<file path="config.mk">
export PLATFORM = sky130hd
export DESIGN_NAME = ap_job_ctrl_flat
export DESIGN_NICKNAME = d
export VERILOG_FILES = /design/src/rtl/ap_job_ctrl_if.sv /design/src/rtl/ap_job_ctrl.sv /design/src/flat_wrapper.sv
export SDC_FILE = /design/constraint.sdc
export NUM_CORES = 1
export LEC_CHECK = 0
export CAP_MARGIN = 20
export CORE_MARGIN = 10
export CORE_UTILIZATION = 40
export DETAILED_ROUTE_END_ITERATION = 6
export HOLD_SLACK_MARGIN = 0.05
export PLACE_DENSITY = 0.64
export RECOVER_POWER = 50
export SYNTH_ARGS = -nofsm -noshare
export SYNTH_HDL_FRONTEND = slang
export SYNTH_SLANG_ARGS = --single-unit
export TNS_END_PERCENT = 1
</file>
<file path="constraint.sdc">
create_clock -name clk -period 4.71 [get_ports clk]
set_clock_uncertainty 0.1 [all_clocks]
set_input_delay 0.942 -clock clk [delete_from_list [all_inputs] [get_ports clk]]
set_output_delay 0.942 -clock clk [all_outputs]
set_load 0.01 [all_outputs]
</file>
<file path="src/rtl/ap_job_ctrl_if.sv">
// AP control/load/readback pin bundle between the job sequencer and one AP instance.
// The master is the sequencer, which owns the AP control pins. The slave is the AP array.
interface ap_job_ctrl_if #(
  parameter int AW = 10
);
  logic          ap_rst;
  logic          ap_mode;
  logic [2:0]    ap_cmd;
  logic          ap_write_en;
  logic          ap_sel_col;
  logic [7:0]    ap_data;
  logic [AW-1:0] ap_addr;
  logic [7:0]    ap_data_out;
  logic          ap_irq;

  modport master (
    output ap_rst, ap_mode, ap_cmd, ap_write_en, ap_sel_col, ap_data, ap_addr,
    input  ap_data_out, ap_irq
  );

  modport slave (
    input  ap_rst, ap_mode, ap_cmd, ap_write_en, ap_sel_col, ap_data, ap_addr,
    output ap_data_out, ap_irq
  );
endinterface

</file>
<file path="src/rtl/ap_job_ctrl.sv">
// Host-side job sequencer for the associative processor. It loads operand pairs, re-arms and runs
// the compute pass under a watchdog, then streams the selected column back out.
//
// state  | meaning
// IDLE   | waiting for a job; job_ready high
// LOAD   | waiting for an operand pair; ld_ready high
// WR_A   | column A write on the AP pins; column B write is queued
// WR_B   | column B write on the AP pins; advance or finish the load
// ARM    | one-cycle AP reset that clears its sticky DONE state
// RUN    | ap_mode high; waiting for ap_irq, or for the watchdog to expire
// READ   | streaming column words; rd_data comes straight from ap_data_out
module ap_job_ctrl #(
  parameter int  ROWS           = 1024,
  parameter int  TIMEOUT_CYCLES = 128,
  localparam int AW             = $clog2(ROWS),
  localparam int LW             = AW + 1
) (
  input  logic          clk,
  input  logic          rst,
  input  logic          job_valid,
  output logic          job_ready,
  input  logic [LW-1:0] job_len,
  input  logic [2:0]    job_cmd,
  input  logic          job_rd_col,
  input  logic          ld_valid,
  output logic          ld_ready,
  input  logic [7:0]    ld_a,
  input  logic [7:0]    ld_b,
  output logic          rd_valid,
  input  logic          rd_ready,
  output logic [7:0]    rd_data,
  output logic          rd_last,
  output logic          busy,
  output logic          done,
  output logic          err,
  ap_job_ctrl_if.master ap
);

  localparam logic [2:0] S_IDLE = 3'd0;
  localparam logic [2:0] S_LOAD = 3'd1;
  localparam logic [2:0] S_WR_A = 3'd2;
  localparam logic [2:0] S_WR_B = 3'd3;
  localparam logic [2:0] S_ARM  = 3'd4;
  localparam logic [2:0] S_RUN  = 3'd5;
  localparam logic [2:0] S_READ = 3'd6;

  localparam int            WW     = $clog2(TIMEOUT_CYCLES + 1);
  localparam logic [WW-1:0] WD_MAX = WW'(TIMEOUT_CYCLES);
  localparam logic [LW-1:0] ROWS_L = LW'(ROWS);

  logic [2:0]    state;
  logic [AW-1:0] idx;
  logic [LW-1:0] len;
  logic [2:0]    cmd_q;
  logic          rd_col_q;
  logic [7:0]    b_q;
  logic [WW-1:0] wd;
  logic          rst_pulse;
  logic          mode_q;
  logic [2:0]    cmd_out;
  logic          we_q;
  logic          sel_q;
  logic [7:0]    data_q;
  logic [AW-1:0] addr_q;
  logic          done_q;
  logic          err_q;

  logic          idx_last;
  logic [WW-1:0] wd_inc;
  logic          wd_expired;

  // idx+1 is compared in LW bits, so a full ROWS-long job cannot wrap to zero.
  assign idx_last   = ({1'b0, idx} + LW'(1)) == len;
  assign wd_inc     = (wd == WD_MAX) ? wd : wd + 1'b1;
  assign wd_expired = (wd_inc == WD_MAX);

  always_ff @(posedge clk) begin
    if (rst) begin
      state     <= S_IDLE;
      idx       <= '0;
      len       <= '0;
      cmd_q     <= '0;
      rd_col_q  <= 1'b0;
      b_q       <= '0;
      wd        <= '0;
      rst_pulse <= 1'b0;
      mode_q    <= 1'b0;
      cmd_out   <= '0;
      we_q      <= 1'b0;
      sel_q     <= 1'b0;
      data_q    <= '0;
      addr_q    <= '0;
      done_q    <= 1'b0;
      err_q     <= 1'b0;
    end else begin
      rst_pulse <= 1'b0;
      done_q    <= 1'b0;
      err_q     <= 1'b0;
      we_q      <= 1'b0;
      case (state)
        S_IDLE: begin
          if (job_valid) begin
            len      <= (job_len > ROWS_L) ? ROWS_L : job_len;
            cmd_q    <= job_cmd;
            rd_col_q <= job_rd_col;
            idx      <= '0;
            if (job_len == '0) err_q <= 1'b1;
            else               state <= S_LOAD;
          end
        end
        S_LOAD: begin
          if (ld_valid) begin
            b_q    <= ld_b;
            we_q   <= 1'b1;
            sel_q  <= 1'b0;
            addr_q <= idx;
            data_q <= ld_a;
            state  <= S_WR_A;
          end
        end
        S_WR_A: begin
          we_q   <= 1'b1;
          sel_q  <= 1'b1;
          data_q <= b_q;
          state  <= S_WR_B;
        end
        S_WR_B: begin
          if (idx_last) begin
            rst_pulse <= 1'b1;
            state     <= S_ARM;
          end else begin
            idx   <= idx + 1'b1;
            state <= S_LOAD;
          end
        end
        S_ARM: begin
          wd      <= '0;
          mode_q  <= 1'b1;
          cmd_out <= cmd_q;
          state   <= S_RUN;
        end
        S_RUN: begin
          wd <= wd_inc;
          // A completion that lands on the expiry cycle still counts as a completion.
          if (ap.ap_irq) begin
            mode_q <= 1'b0;
            idx    <= '0;
            addr_q <= '0;
            sel_q  <= rd_col_q;
            state  <= S_READ;
          end else if (wd_expired) begin
            mode_q    <= 1'b0;
            err_q     <= 1'b1;
            rst_pulse <= 1'b1;
            state     <= S_IDLE;
          end
        end
        S_READ: begin
          if (rd_ready) begin
            if (idx_last) begin
              done_q <= 1'b1;
              state  <= S_IDLE;
            end else begin
              idx    <= idx + 1'b1;
              addr_q <= idx + 1'b1;
            end
          end
        end
        default: state <= S_IDLE;
      endcase
    end
  end

  assign job_ready = (state == S_IDLE);
  assign ld_ready  = (state == S_LOAD);
  assign rd_valid  = (state == S_READ);
  assign rd_data   = rd_valid ? ap.ap_data_out : 8'h00;
  assign rd_last   = rd_valid & idx_last;
  assign busy      = (state != S_IDLE);
  assign done      = done_q;
  assign err       = err_q;

  assign ap.ap_rst      = rst | rst_pulse;
  assign ap.ap_mode     = mode_q;
  assign ap.ap_cmd      = cmd_out;
  assign ap.ap_write_en = we_q;
  assign ap.ap_sel_col  = sel_q;
  assign ap.ap_data     = data_q;
  assign ap.ap_addr     = addr_q;

endmodule

</file>
<file path="src/flat_wrapper.sv">
// flat-port wrapper written by rule: the top's interface ports become plain ports
module ap_job_ctrl_flat 
#(
  parameter int  ROWS           = 1024,
  parameter int  TIMEOUT_CYCLES = 128,
  localparam int AW             = $clog2(ROWS),
  localparam int LW             = AW + 1
)
  (clk, rst, job_valid, job_ready, job_len, job_cmd, job_rd_col, ld_valid, ld_ready, ld_a, ld_b, rd_valid, rd_ready, rd_data, rd_last, busy, done, err, ap_ap_rst, ap_ap_mode, ap_ap_cmd, ap_ap_write_en, ap_ap_sel_col, ap_ap_data, ap_ap_addr, ap_ap_data_out, ap_ap_irq);
  ap_job_ctrl_if #(.AW(10)) ap_i ();
  input  logic clk;
  input  logic rst;
  input  logic job_valid;
  output logic job_ready;
  input  logic [LW-1:0] job_len;
  input  logic [2:0] job_cmd;
  input  logic job_rd_col;
  input  logic ld_valid;
  output logic ld_ready;
  input  logic [7:0] ld_a;
  input  logic [7:0] ld_b;
  output logic rd_valid;
  input  logic rd_ready;
  output logic [7:0] rd_data;
  output logic rd_last;
  output logic busy;
  output logic done;
  output logic err;
  output wire logic [$bits(ap_i.ap_rst)-1:0] ap_ap_rst;
  output wire logic [$bits(ap_i.ap_mode)-1:0] ap_ap_mode;
  output wire logic [$bits(ap_i.ap_cmd)-1:0] ap_ap_cmd;
  output wire logic [$bits(ap_i.ap_write_en)-1:0] ap_ap_write_en;
  output wire logic [$bits(ap_i.ap_sel_col)-1:0] ap_ap_sel_col;
  output wire logic [$bits(ap_i.ap_data)-1:0] ap_ap_data;
  output wire logic [$bits(ap_i.ap_addr)-1:0] ap_ap_addr;
  input wire logic [$bits(ap_i.ap_data_out)-1:0] ap_ap_data_out;
  input wire logic [$bits(ap_i.ap_irq)-1:0] ap_ap_irq;
  assign ap_ap_rst = ap_i.ap_rst;
  assign ap_ap_mode = ap_i.ap_mode;
  assign ap_ap_cmd = ap_i.ap_cmd;
  assign ap_ap_write_en = ap_i.ap_write_en;
  assign ap_ap_sel_col = ap_i.ap_sel_col;
  assign ap_ap_data = ap_i.ap_data;
  assign ap_ap_addr = ap_i.ap_addr;
  assign ap_i.ap_data_out = ap_ap_data_out;
  assign ap_i.ap_irq = ap_ap_irq;
  ap_job_ctrl #(.ROWS(ROWS), .TIMEOUT_CYCLES(TIMEOUT_CYCLES)) u_core (.clk(clk), .rst(rst), .job_valid(job_valid), .job_ready(job_ready), .job_len(job_len), .job_cmd(job_cmd), .job_rd_col(job_rd_col), .ld_valid(ld_valid), .ld_ready(ld_ready), .ld_a(ld_a), .ld_b(ld_b), .rd_valid(rd_valid), .rd_ready(rd_ready), .rd_data(rd_data), .rd_last(rd_last), .busy(busy), .done(done), .err(err), .ap(ap_i));
endmodule
</file>
==> impl_metrics.env, run 1 <==
export IMPL_status="finished clean"
export IMPL_ant_nets=0
export IMPL_numCtsBuffers=9
export IMPL_fin_cells=720
export IMPL_first_iter_violations=338
export IMPL_hold_class="register to register"
export IMPL_reg2regPathDepth=8
export IMPL_io_pins=85
export IMPL_slowest_stage="or4b_2"
export IMPL_gp_congestion=0.900
export IMPL_crit_start="u_core.idx[0]"
export IMPL_post_cts_buffers=0
export IMPL_synth_edff_count=0
export IMPL_die_w_um=119
export IMPL_required_ns=3.67
export IMPL_wl_per_cell_um=16.2
export IMPL_first_pass_iters=5
export IMPL_period_minus_slack_ns=4.43
export IMPL_synth_top_area_cell="dfxtp_1"
export IMPL_dp_cells=704
export IMPL_drc=0
export IMPL_hold_viol_final=0
export IMPL_synth_nets=571
export IMPL_rrSetupSlack_ns=1.44
export IMPL_design_core_area_sq_um=9680
export IMPL_portBuffers=84
export IMPL_maxCapViolCount=0
export IMPL_grt_remaining_overflow=0
export IMPL_min_period_over_period_pct=94.1
export IMPL_area_delta_synth_final_pct=26.9
export IMPL_synth_cell_types=60
export IMPL_synth_area_leaders="dfxtp_1 36%, a21oi_1 7.5%, nand2_1 6.7%"
export IMPL_cts_tree="yes"
export IMPL_cts_root_buffer="clkbuf_8"
export IMPL_finalWorstSetupSlack_ns=0.277
export IMPL_fin_nets=630
export IMPL_syn_area_per_cell_sq_um=7.56
export IMPL_design_area_sq_um=5020
export IMPL_utilization_pct=51.8
export IMPL_routed_wl_um=11700
export IMPL_ys_async_sr_fraction_pct=0
export IMPL_htree_levels=3
export IMPL_post_cts_resized=0
export IMPL_num_fill_cells=955
export IMPL_synth_seq_cells=71
export IMPL_whs_ns=0.355
export IMPL_die_area_sq_um=14300
export IMPL_grt_first_pass_wirelength_um=19500
export IMPL_vias_per_cell=5.58
export IMPL_vias=4021
export IMPL_fmax_mhz=226
export IMPL_gr_usage_all_layers_pct=16.1
export IMPL_cts_sinks=71
export IMPL_grt_pass1_vias=3903
export IMPL_syn_area_sq_um=3950
export IMPL_tightest_slew_ns=0.826
export IMPL_slowest_delay_ns=0.66
export IMPL_power_mw=1.45
export IMPL_place_area_sq_um=4820
export IMPL_tns_ns=0
export IMPL_die_h_um=119
export IMPL_antenna_found_initial=0
export IMPL_ys_warn_count=0
export IMPL_clk_pin_slew_ns=0.09
export IMPL_power_leakage_nw=1.82
export IMPL_setup_violations=0
export IMPL_power_density_nw_per_um2=289
export IMPL_worstReg2RegStart="u_core.idx[0]"
export IMPL_rsz0062_at_grt="no"
export IMPL_crit_chain="ha_2, xor2_1, o2111ai_1, o21ai_0, nor3_1, or4b_2, nor2_1, clkdlybuf4s50_1"
export IMPL_cts_buffer_depth=2
export IMPL_vdd_drop_max_v=0.000140
export IMPL_critPathCaptureType="output port"
export IMPL_pre_cts_ws_ns=0.523
export IMPL_slew_violations=0
export IMPL_synth_cells_most_frequent="71 x dfxtp_1, 71 x nand2_1, 59 x a21oi_1"
export IMPL_hpwl_um=8390
export IMPL_rows=36
export IMPL_grt_start_max_net_pins=65
export IMPL_netlist_area_leader_share_pct=36.0
export IMPL_path_class="register to output port"
export IMPL_cp_top_family="simple AND/OR/NAND/NOR gates"
export IMPL_worstSetupEndpoint="rd_last"
export IMPL_cp_max_fo=14
export IMPL_initial_utilization_pct=40.8
export IMPL_synthCells=523
export IMPL_hold_buffers=0
export IMPL_ys_flop_type="dfxtp_1"
export IMPL_cp_num_cells=8
export IMPL_synth_seq_area_share_pct=36.0
export IMPL_diodes=0
export IMPL_r2r_end="u_core.ap.ap_addr[4]"
export IMPL_layout_drive_gt1_share_pct=6.47
export IMPL_critPathArrivalTime_ns=3.39
export IMPL_clk_latency_ns=0.35
export IMPL_crit_buf_inv=1
export IMPL_max_slew_margin_pct=44.8
export IMPL_critPathLaunchType="register"
-- sequential cells by signal, summed over array words and instances, names as in the netlist, 3 cells and up --
signal,cells
u_core.state,3
u_core.ap.ap_cmd,3
u_core.len,11
u_core.ap.ap_data,8
u_core.wd,8
u_core.b_q,8
u_core.ap.ap_addr,10
u_core.idx,10
u_core.cmd_q,3
-- kinds of logic (layout without fill, tap and decap cells) --
group	after synthesis	count (layout)	synth area share, %
simple gates	223	223	28.2
compound gates	151	151	25.2
flops	71	71	36.0
buf+inv	61	125	6.55
xor+xnor	13	13	2.88
fa+ha+maj	3	3	0.950
mux	1	1	0.285
-- cells in the final DEF, fill, tap and decap left out, types with 13 or more instances in the layout --
master	instances
nor2_1	51
a311oi_1	20
nor3_1	16
a21oi_1	59
o21ai_0	25
and3_1	13
dfxtp_1	71
inv_1	17
nand3_1	14
clkdlybuf4s50_1	56
dlygate4sd3_1	27
nand2_1	71
-- how the worst min path moves through the flow --
| stage | from | endpoint | slack [ns] | cells past startpoint |
|---|---|---|---|---|
| finish | u_core.cmd_q[2] | u_core.ap.ap_cmd[2] | 0.36 | 2 |
| global route | u_core.cmd_q[2] | u_core.ap.ap_cmd[2] | 0.37 | 2 |
| CTS | u_core.cmd_q[2] | u_core.ap.ap_cmd[2] | 0.36 | 2 |
| detailed placement | u_core.cmd_q[2] | u_core.ap.ap_cmd[2] | 0.34 | 2 |
| global placement | u_core.b_q[3] | u_core.b_q[3] | 0.34 | 2 |
| floorplan | u_core.cmd_q[0] | u_core.ap.ap_cmd[0] | 0.33 | 2 |
-- layout make-up --
| class | instances | area [sq um] | area share (%) |
|---|---|---|---|
| multi-input cells | 391 | 2280 | 45.4 |
| flip-flops and latches | 71 | 1420 | 28.3 |
| repair buffers | 90 | 881 | 17.6 |
| well taps | 133 | 166 | 3.32 |
| clock buffers | 9 | 124 | 2.47 |
| clock inverters | 7 | 73.8 | 1.47 |
| inverters | 19 | 71.3 | 1.42 |
-- where the power goes --
part	switching (mW)	leakage (nW)	internal [mW]
Clock	0.249	0.0875	0.244
Sequential	0.0277	0.577	0.637
Combinational	0.161	1.15	0.133
Total	0.438	1.82	1.01
-- worst reg2reg max path: cells and delay by family (launching register included) --
| kind | cells | cell delay (ns) |
|---|---|---|
| DFF | 1 | 0.50 |
| adders and majority gates | 1 | 0.41 |
| AOI/OAI and AO/OA | 5 | 1.47 |
| xor gates and xnor gates | 1 | 0.11 |
| and+or+nand+nor | 1 | 0.60 |
-- layer usage --
metal	GRT usage [%]	part of all wire, %
met5	0	0
met4	4.83	1.2
met3	4.11	7.0
met2	24.3	43
met1	22.1	49
Power figures use the tool's default switching activity.
==> inputs of run 2 (changes only) <==
- CTS_BUF_LIST: unset -> sky130_fd_sc_hd__clkbuf_16
==> run 2 against run 1 <==
  * Highest routed layer unchanged
  * Flip-flop and latch count is the same
  * Count of clock-buffer cells in the layout unchanged
  * Via count is 0.47% higher
  * Critical path type unchanged
  * Final cell count is the same
  * Non-clock buffer count unchanged
  * Die area did not move
  * Total power rose by 13%
  * Maximum frequency grew 0.40%
  * Worst hold slack worse by 0.0039 ns
  * Combinational power hardly changed
==> impl_metrics.env, run 2 (synthesis results as in run 1) <==
export IMPL_fin_nets=630
export IMPL_portBuffers=84
export IMPL_first_iter_violations=438
export IMPL_hold_class="register to register"
export IMPL_cts_buffer_depth=2
export IMPL_hpwl_um=8390
export IMPL_numCtsBuffers=9
export IMPL_grt_pass1_vias=3916
export IMPL_wl_per_cell_um=16.5
export IMPL_grt_first_pass_wirelength_um=19700
export IMPL_pre_cts_ws_ns=0.523
export IMPL_io_pins=85
export IMPL_vdd_drop_max_v=0.000143
export IMPL_fmax_mhz=226
export IMPL_power_density_nw_per_um2=321
export IMPL_die_h_um=119
export IMPL_antenna_found_initial=0
export IMPL_die_w_um=119
export IMPL_ant_nets=0
export IMPL_largest_register="u_core.len"
export IMPL_rows=36
export IMPL_grt_remaining_overflow=0
export IMPL_first_pass_iters=4
export IMPL_grt_start_max_net_pins=65
export IMPL_area_delta_synth_final_pct=29.5
export IMPL_num_fill_cells=934
export IMPL_tns_ns=0
export IMPL_whs_ns=0.351
export IMPL_maxCapViolCount=0
export IMPL_critPathCaptureType="output port"
export IMPL_period_minus_slack_ns=4.42
export IMPL_rsz0062_at_grt="no"
export IMPL_hold_viol_final=0
export IMPL_design_core_area_sq_um=9680
export IMPL_layout_drive_gt1_share_pct=6.47
export IMPL_largest_register_ffs=11
export IMPL_diodes=0
export IMPL_cts_sinks=71
export IMPL_critPathArrivalTime_ns=3.37
export IMPL_required_ns=3.67
export IMPL_finalWorstSetupSlack_ns=0.294
export IMPL_min_period_over_period_pct=93.7
export IMPL_slowest_stage="or4b_2"
export IMPL_design_area_sq_um=5120
export IMPL_tightest_slew_ns=0.823
export IMPL_die_area_sq_um=14300
export IMPL_gr_usage_all_layers_pct=16.4
export IMPL_slowest_delay_ns=0.67
export IMPL_clk_latency_ns=0.33
export IMPL_cp_max_fo=14
export IMPL_clk_pin_slew_ns=0.06
export IMPL_initial_utilization_pct=40.8
export IMPL_slew_violations=0
export IMPL_vias=4040
export IMPL_cp_top_family="simple AND/OR/NAND/NOR gates"
export IMPL_cts_tree="yes"
export IMPL_max_slew_margin_pct=45.1
export IMPL_routed_wl_um=11900
export IMPL_cts_root_buffer="clkbuf_16"
export IMPL_setup_violations=0
export IMPL_layout_common_cells="71 x nand2_1, 71 x dfxtp_1, 59 x a21oi_1"
export IMPL_place_area_sq_um=4820
export IMPL_htree_levels=3
export IMPL_vias_per_cell=5.61
export IMPL_crit_chain="ha_2, xor2_1, o2111ai_1, o21ai_0, nor3_1, or4b_2, nor2_1, clkdlybuf4s50_1"
export IMPL_critPathLaunchType="register"
export IMPL_gp_congestion=0.900
export IMPL_crit_buf_inv=1
export IMPL_status="finished clean"
export IMPL_hold_buffers=0
export IMPL_path_class="register to output port"
export IMPL_drc=0
export IMPL_power_leakage_nw=1.86
-- run 2: cell count changes in the layout (fill, tap and decap cells not counted) --
| cell | previous run | this run |
|---|---|---|
| clkbuf_16 | 0 | 9 |
| clkbuf_8 | 9 | 0 |
-- run 2: what timing repair did --
action                                  4_1_cts  5_1_grt
resized for setup                             0        1
setup buffers                                 0        0
endpoints found under the setup margin        0        1
-- run 2: power by group --
group          total, mW  internal (mW)  switching [mW]
combinational      0.295          0.133           0.163
sequential         0.666          0.638          0.0276
clock              0.680          0.410           0.271
-- run 2: layout make-up --
| type | instances | area (sq um) | area share [%] |
|---|---|---|---|
| Multi-Input combinational cell | 391 | 2280 | 44.5 |
| Sequential cell | 71 | 1420 | 27.8 |
| Timing Repair Buffer | 90 | 881 | 17.2 |
| Clock buffer | 9 | 225 | 4.40 |
| Tap cell | 133 | 166 | 3.25 |
| Clock inverter | 7 | 73.8 | 1.44 |
| Inverter | 19 | 71.3 | 1.39 |
-- run 2: worst paths after layout --
kind | depth (start not counted) | endpoint | startpoint | slack (ns)
worst min register to register | 2 | u_core.ap.ap_cmd[2] | u_core.cmd_q[2] | 0.35
worst max-delay path | 8 | rd_last | u_core.idx[0] | 0.29
worst min-delay path | 2 | u_core.ap.ap_cmd[2] | u_core.cmd_q[2] | 0.35
worst max register to register | 8 | u_core.ap.ap_addr[4] | u_core.idx[0] | 1.44
-- run 2: through the flow --
stage | cells | utilization, % | power (mW)
floorplan | 523 | - | 0.841
global placement | 704 | 49.7 | 0.977
detailed placement | 704 | 49.7 | 0.980
CTS | 720 | 52.8 | 1.66
global route | 720 | 52.8 | 1.72
finish | 720 | 52.8 | 1.64
-- run 2: per-layer routing --
layer / track usage (%) / routed length (um) / vias to the layer above
met5: 0 / 0 / -
met4: 4.52 / 84 / 0
met3: 4.53 / 895 / 7
met2: 24.5 / 5150 / 161
met1: 22.5 / 5750 / 1870
li1: - / - / 2002
-- run 2: tightest hold or removal path, cell delays in order, from the launching register on --
cell and delay (ns):
dfxtp_1 0.31, nand2_1 0.05, a21oi_1 0.05
==> inputs of run 3 (changes only) <==
--- a/config.mk
+++ b/config.mk
@@ -6,8 +6,10 @@
 export NUM_CORES = 1
 export LEC_CHECK = 0
+export ABC_CLOCK_PERIOD_IN_PS = 4710
 export CAP_MARGIN = 20
 export CORE_MARGIN = 10
 export CORE_UTILIZATION = 40
 export CTS_BUF_LIST = sky130_fd_sc_hd__clkbuf_16
+export CTS_CLUSTER_DIAMETER = 40
 export DETAILED_ROUTE_END_ITERATION = 6
 export HOLD_SLACK_MARGIN = 0.05
--- a/constraint.sdc
+++ b/constraint.sdc
@@ -3,3 +3,3 @@
 set_input_delay 0.942 -clock clk [delete_from_list [all_inputs] [get_ports clk]]
 set_output_delay 0.942 -clock clk [all_outputs]
-set_load 0.01 [all_outputs]
+set_load 0.02 [all_outputs]
==> run 3 against run 2 <==
  * Flip-flop and latch count unchanged
  * Die area did not move
  * Non-clock buffer count unchanged
  * Maximum frequency grew 0.32%
  * Via count is 0.20% lower
  * Count of clock-buffer cells in the layout stayed put
  * Worst hold slack lost 0.0030 ns
  * Critical path depth is 1 lower
  * Largest power group unchanged
==> impl_metrics.env, run 3 (synthesis results as in run 1) <==
export IMPL_slowest_delay_ns=0.66
export IMPL_numCtsBuffers=9
export IMPL_fin_nets=630
export IMPL_clk_pin_slew_ns=0.06
export IMPL_cts_tree="yes"
export IMPL_first_iter_violations=431
export IMPL_grt_remaining_overflow=0
export IMPL_crit_chain="and4_1, and3_4, xnor2_1, nor3_1, or4b_2, nor2_1, clkdlybuf4s50_1"
export IMPL_htree_levels=3
export IMPL_power_leakage_nw=1.88
export IMPL_wl_per_cell_um=16.4
export IMPL_internal_power_mw=1.18
export IMPL_slew_violations=0
export IMPL_die_area_sq_um=14300
export IMPL_gr_usage_all_layers_pct=16.2
export IMPL_seq_area_sq_um=1420
export IMPL_cp_top_family="simple AND/OR/NAND/NOR gates"
export IMPL_fin_cells=720
export IMPL_required_ns=3.67
export IMPL_portBuffers=84
export IMPL_grt_first_pass_wirelength_um=19300
export IMPL_cts_buffer_depth=2
export IMPL_largest_register="u_core.len"
export IMPL_diodes=0
export IMPL_design_core_area_sq_um=9680
export IMPL_critPathLaunchType="register"
export IMPL_die_h_um=119
export IMPL_cts_sinks=71
export IMPL_fmax_mhz=227
export IMPL_grt_start_max_net_pins=65
export IMPL_critPathArrivalTime_ns=3.36
export IMPL_power_switching_mw=0.478
export IMPL_tns_ns=0
export IMPL_clk_latency_ns=0.33
export IMPL_gp_congestion=0.858
export IMPL_setup_violations=0
export IMPL_ant_nets=0
export IMPL_vias_per_cell=5.60
export IMPL_design_area_sq_um=5120
export IMPL_cp_num_cells=7
export IMPL_post_cts_buffers=0
export IMPL_seq_power_share_pct=40.1
export IMPL_max_slew_margin_pct=43.5
export IMPL_rows=36
export IMPL_comb_power_share_pct=18.9
export IMPL_crit_buf_inv=1
export IMPL_dp_cells=704
export IMPL_clkPwrFrac_pct=41.0
export IMPL_maxCapViolCount=0
export IMPL_rrSetupSlack_ns=1.51
export IMPL_vias=4032
export IMPL_hpwl_um=8420
export IMPL_hold_viol_final=0
export IMPL_min_period_over_period_pct=93.4
export IMPL_status="finished clean"
export IMPL_vdd_drop_max_v=0.000137
export IMPL_reg2regPathDepth=7
export IMPL_hold_class="register to register"
export IMPL_io_pins=85
export IMPL_hold_path_cell_count=2
export IMPL_rsz0062_at_grt="no"
export IMPL_swShare_pct=28.8
export IMPL_die_w_um=119
export IMPL_multiInputGateArea_sq_um=2290
export IMPL_antenna_found_initial=0
export IMPL_power_density_nw_per_um2=324
export IMPL_layout_drive_gt1_share_pct=6.47
export IMPL_cp_max_fo=13
export IMPL_initial_utilization_pct=40.8
export IMPL_routed_wl_um=11800
export IMPL_path_class="register to output port"
export IMPL_area_delta_synth_final_pct=29.7
export IMPL_largest_register_ffs=11
export IMPL_tightest_slew_ns=0.847
export IMPL_critPathCaptureType="output port"
export IMPL_grt_pass1_vias=3872
export IMPL_first_pass_iters=6
export IMPL_power_mw=1.66
export IMPL_place_area_sq_um=4820
export IMPL_layout_common_cells="71 x nand2_1, 71 x dfxtp_1, 59 x a21oi_1"
export IMPL_num_fill_cells=968
export IMPL_drc=0
export IMPL_slowest_stage="or4b_2"
export IMPL_period_minus_slack_ns=4.40
export IMPL_cts_root_buffer="clkbuf_16"
[run 3: cell types whose count changed in the layout (fill, tap and decap cells not counted), sizes merged]
cell / previous run / this run
clkinvlp: 4 / 0
clkinv: 4 / 7
inv: 17 / 18
[run 3: stage by stage]
stage	hold slack (ns)	utilization [%]	worst slack [ns]
2_1_floorplan	0.332	-	1.34
4_1_cts	0.358	52.8	0.108
3_5_place_dp	0.348	49.7	0.470
6_report	0.348	52.9	0.309
3_3_place_gp	0.343	49.7	0.532
5_1_grt	0.380	52.9	0.0618
[run 3: cell type report]
class | instances | share of cell area, %
multi-input cells | 391 | 44.7
flip-flops and latches | 71 | 27.7
repair buffers | 90 | 17.2
well taps | 133 | 3.25
inverters | 19 | 1.39
clock inverters | 7 | 1.39
clock buffers | 9 | 4.39
[run 3: path summary, 6_finish.rpt]
check	start	to
min	u_core.cmd_q[2]	u_core.ap.ap_cmd[2]
min reg2reg	u_core.cmd_q[2]	u_core.ap.ap_cmd[2]
max	u_core.idx[2]	rd_last
max reg2reg	u_core.idx[2]	u_core.ap.ap_addr[4]
[run 3: repair_timing]
action                                  in CTS  in global routing
hold endpoints to repair                     0                  0
gates resized for setup                      0                  2
endpoints found under the setup margin       0                  1
hold buffers                                 0                  0
[run 3: power by group through the flow]
stage          sequential [mW]  clock (mW)  combinational (mW)
2_1_floorplan            0.695           0               0.166
3_3_place_gp             0.678           0               0.318
3_5_place_dp             0.680           0               0.321
4_1_cts                  0.667       0.690               0.323
5_1_grt                  0.671       0.720               0.345
6_report                 0.666       0.680               0.313
[run 3: worst min-delay path, stage by stage, from the launching register on]
cell,delay [ns]
dfxtp_1,0.31
nand2_1,0.05
a21oi_1,0.05
[run 3: per-layer routing]
| layer | wire [um] | share of wire, % | global-route usage (%) |
|---|---|---|---|
| met1 | 5760 | 49 | 21.9 |
| met5 | 0 | 0 | 0 |
| met4 | 162 | 1.4 | 5.43 |
| met3 | 902 | 7.7 | 4.82 |
| met2 | 4950 | 42 | 24.0 |
